--- src/rtl/npl_pkg.sv ---
// Shared definitions for the shared-register arbiter: FSM state encoding and default data width.
package npl_pkg;

    localparam int NPL_DW = 16;

    typedef logic [1:0] state_t;

    localparam state_t IDLE = 2'd0;
    localparam state_t XFER = 2'd1;
    localparam state_t DONE = 2'd2;

endpackage

--- src/rtl/rr_pick2.sv ---
// Stateless two-way winner selection: a lone requester always wins, a tie goes to ptr.
module rr_pick2 (
    input  logic req0,
    input  logic req1,
    input  logic ptr,
    output logic winner,
    output logic valid
);

    assign valid  = req0 | req1;
    assign winner = (req0 && req1) ? ptr : req1;

endmodule

--- src/rtl/shared_reg_arbiter.sv ---
// Two-requester arbiter granting access to one shared data register via an IDLE/XFER/DONE FSM.
module shared_reg_arbiter
    import npl_pkg::*;
#(
    parameter int DW = NPL_DW,
    parameter int CW = 8
) (
    input  logic          clk,
    input  logic          rst,
    input  logic          req0,
    input  logic          req1,
    input  logic          we0,
    input  logic          we1,
    input  logic [DW-1:0] wdata0,
    input  logic [DW-1:0] wdata1,
    output logic          gnt0,
    output logic          gnt1,
    output logic          done,
    output logic [DW-1:0] rdata,
    output logic [DW-1:0] data_out,
    output logic          busy,
    output logic [CW-1:0] txn_count
);

    state_t        state;
    logic          ptr;
    logic          cur_who;
    logic          cur_we;
    logic [DW-1:0] cur_wdata;
    logic          pick_winner;
    logic          pick_valid;

    rr_pick2 u_pick (
        .req0   (req0),
        .req1   (req1),
        .ptr    (ptr),
        .winner (pick_winner),
        .valid  (pick_valid)
    );

    assign busy = (state != IDLE);

    // NOTE: all state uses non-blocking assignments so every register samples pre-edge values.
    always_ff @(posedge clk or negedge rst) begin
        if (!rst) begin
            state     <= IDLE;
            ptr       <= 1'b0;
            cur_who   <= 1'b0;
            cur_we    <= 1'b0;
            cur_wdata <= '0;
            gnt0      <= 1'b0;
            gnt1      <= 1'b0;
            done      <= 1'b0;
            rdata     <= '0;
            data_out  <= '0;
            txn_count <= '0;
        end else begin
            case (state)
                IDLE: begin
                    if (pick_valid) begin
                        cur_who   <= pick_winner;
                        cur_we    <= pick_winner ? we1 : we0;
                        cur_wdata <= pick_winner ? wdata1 : wdata0;
                        gnt0      <= !pick_winner;
                        gnt1      <= pick_winner;
                        state     <= XFER;
                    end
                end
                XFER: begin
                    if (cur_we) begin
                        data_out <= cur_wdata;
                    end else begin
                        rdata <= data_out;
                    end
                    // Count and pointer move on entry to DONE so they are visible alongside done.
                    gnt0      <= 1'b0;
                    gnt1      <= 1'b0;
                    done      <= 1'b1;
                    txn_count <= txn_count + CW'(1);
                    ptr       <= !cur_who;
                    state     <= DONE;
                end
                DONE: begin
                    done  <= 1'b0;
                    state <= IDLE;
                end
                default: begin
                    gnt0  <= 1'b0;
                    gnt1  <= 1'b0;
                    done  <= 1'b0;
                    state <= IDLE;
                end
            endcase
        end
    end

endmodule

--- config.mk ---
export PLATFORM = sky130hd
export DESIGN_NAME = shared_reg_arbiter
export DESIGN_NICKNAME = d
export VERILOG_FILES = /design/src/rtl/npl_pkg.sv /design/src/rtl/rr_pick2.sv /design/src/rtl/shared_reg_arbiter.sv
export SDC_FILE = /design/constraint.sdc
export NUM_CORES = 1
export LEC_CHECK = 0
export CORE_MARGIN = 3
export CORE_UTILIZATION = 42
export DETAILED_ROUTE_END_ITERATION = 8
export PLACE_DENSITY_LB_ADDON = 0.1
export REMOVE_ABC_BUFFERS = 1
export SLEW_MARGIN = 20
export SYNTH_ARGS = -nofsm -noshare
export SYNTH_HDL_FRONTEND = slang
export SYNTH_SLANG_ARGS = --single-unit
--- constraint.sdc ---
create_clock -name clk -period 1.4 [get_ports clk]
set_input_delay 0.14 -clock clk [delete_from_list [all_inputs] [get_ports clk]]
set_output_delay 0.14 -clock clk [all_outputs]
set_load 0.1 [all_outputs]
==> flow_summary.yaml <==
cells_and_area:
  mostFrequentLayoutCells: "64 x dfrtp_1, 50 x buf_12, 36 x clkdlybuf4s50_1"
  drive_gt1_share_pct: 36.30
  synthToLayoutAreaGrowth_pct: 61.79
  nNetsFinal: 326
  stdcell_count: 367
  antenna_cells: 0
  final_common_cell: "dfrtp_1"
timing:
  fmax_ghz: 0.7198
  slew_viol_final: 0
  finalHoldViolations: 0
  rsz0062_at_grt: "yes"
  period_needed_ps: 1389
  relSlewSlack_pct: 77.26
  skew_ps: 6.812
  finalSetupTns_ps: 0
  period_share_pct: 99.24
  worst_pin_slew_ps: 341.1
  setup_violations: 0
logic_synthesis:
  ys.flop_type: "dfrtp_1"
  avgSynthCellArea_um2: 14.32
  synth_cells: 188
  synth-edff-count: 0
  ys_ff_latch: 64
  ys_seq_area_share_pct: 59.51
  yosys_warnings: 0
  synth_cell_types: 35
  synth_async_sr_flop_share_pct: 100.0
  syn-cell-area_mm2: 0.002691
die:
  dieHeight_um: 86.05
  die-area_mm2: 0.007405
  pin_count: 82
  initial_core_util_pct: 44.41
  die_w_um: 86.05
  row_count: 28
  core_area_mm2: 0.006061
worst_setup_path:
  r2r_cells: 4
  path_delay_family: "simple AND/OR/NAND/NOR gates"
  crit_path_max_incr_delay_ps: 380
  critical_path_buf_inv_count: 1
  worst_r2r_endpoint: "rdata[0]"
  cp-start-kind: "register"
  cp_slowest_cell: "dfrtp_1"
  end_kind: "register"
  critPathMaxFanout: 9
  crit_arrival_ps: 1610
  cp_cell_sequence: "nor2b_2 > nor2b_4 > buf_12 > mux2_2"
  rr_startpoint: "state[0]"
  rrSetupSlack_ps: 10
  path_class: "reg -> reg"
  required_ps: 1620
  startpoint: "state[0]"
clock_network:
  cts_htree_levels: 3
  clk_pin_slew_ps: 70
  numCtsBuffers: 9
  clock_path_buffers: 2
  root_buffer: "clkbuf_8"
  numClockSinks: 64
  clk_latency_ps: 330
  cts_tree: "done"
outcome:
  status: "completed"
global_routing:
  grt_antenna_before_repair: 0
  grt_max_degree: 65
  overflow: 0
  gr-usage-all-layers_pct: 17.87
  grt_pass1_vias: 2048
  grt_first_pass_wirelength_um: 10090
place:
  gp_congestion: 0.7750
  portBuffers: 81
  dp_cells: 348
  hpwl_um: 4387
run:
  drv_cap: 0
route:
  firstDrtPassIters: 4
  route.vias.total: 1904
  drc_errors: 0
  antenna_left: 0
  wl_um: 6155
  drt-wirelength-per-cell_um: 16.77
  avgViaCountPerCell: 5.188
  drt-initial-drc-count: 82
worst_hold_path:
  hold_class: "in -> async"
## layout make-up
class	instances	area, um^2
repair buffers	99	1463
clock buffers	14	172.7
flip-flops and latches	64	1602
inverters	4	15.01
fillers	414	1707
multi-input cells	109	996.0
clock inverters	2	12.51
well taps	75	93.84
## worst reg2reg max path: cells and delay by family, from the launching register on
kind,cells,cell delay [ps]
flops,1,380
buf+inv,1,170
mux,1,330
simple gates,2,400
## metal layers
layer	track usage (%)	wire [um]	part of all wire (%)
met5	0	0	0
met4	5.612	33	0.54
met3	5.764	404	6.6
met2	27.26	2953	48
met1	24.27	2763	45
## cell usage after synthesis, drive strengths merged (4+ instances only)
cell | number | area share (%)
dfrtp | 64 | 60
nand2 | 5 | 0.98
a21boi | 15 | 4.2
mux2 | 33 | 15
nand4 | 4 | 0.93
buf | 9 | 3.2
a221o | 15 | 5.6
nor2 | 4 | 0.56
inv | 4 | 0.56
o21ai | 4 | 0.74
a21oi | 5 | 0.93
xnor2 | 6 | 2.0
## state kept, by name, summed over array words and instances (netlist names)
register and flops:
txn_count 8, done 1, gnt0 1, rdata 16
ptr 1, gnt1 1, cur_we 1, data_out 16
cur_wdata 16, cur_who 1, state 2
## kinds of logic (layout without fill, tap and decap cells)
| family | Yosys count | in the layout | share of synthesized area, % |
|---|---|---|---|
| buffers and inverters | 15 | 119 | 4.044 |
| multiplexers | 33 | 33 | 15.20 |
| XOR/XNOR | 7 | 7 | 2.278 |
| AND/OR/NAND/NOR | 26 | 26 | 6.323 |
| adder cells (fa/ha/maj) | 1 | 1 | 0.4648 |
| AO/OA/AOI/OAI | 42 | 42 | 12.18 |
| flip-flops | 64 | 64 | 59.51 |
## through the flow
stage	utilization [%]	hold WS (ps)	cell area (um^2)	setup slack, ps
after floorplan	-	-155.6	2597	-789.3
after global placement	67.86	179.9	4113	-269.4
after detailed placement	67.86	176.1	4113	-329.4
after CTS	71.78	361.6	4350	2.704
after global routing	71.84	392.7	4354	-69.99
final	71.84	341.4	4354	10.64
## repair_timing
item | in CTS | in global routing
endpoints found under the hold margin | 64 | 0
pin swaps | 2 | 0
resized for setup | 3 | 1
hold buffers | 1 | 0
setup buffers | 2 | 0
endpoints found under the setup margin | 20 | 33
## how the worst max path moves through the flow
stage	slack [ps]	cells after the start	to
2_1_floorplan	-790	4	cur_wdata[0]
3_3_place_gp	-270	4	cur_wdata[9]
3_5_place_dp	-330	4	cur_wdata[10]
4_1_cts	3	4	rdata[1]
5_1_grt	-70	4	rdata[3]
6_report	10	4	rdata[0]
Power is not shown: default switching activity piles up to over one toggle a cycle in this logic, so the estimate is an artifact.
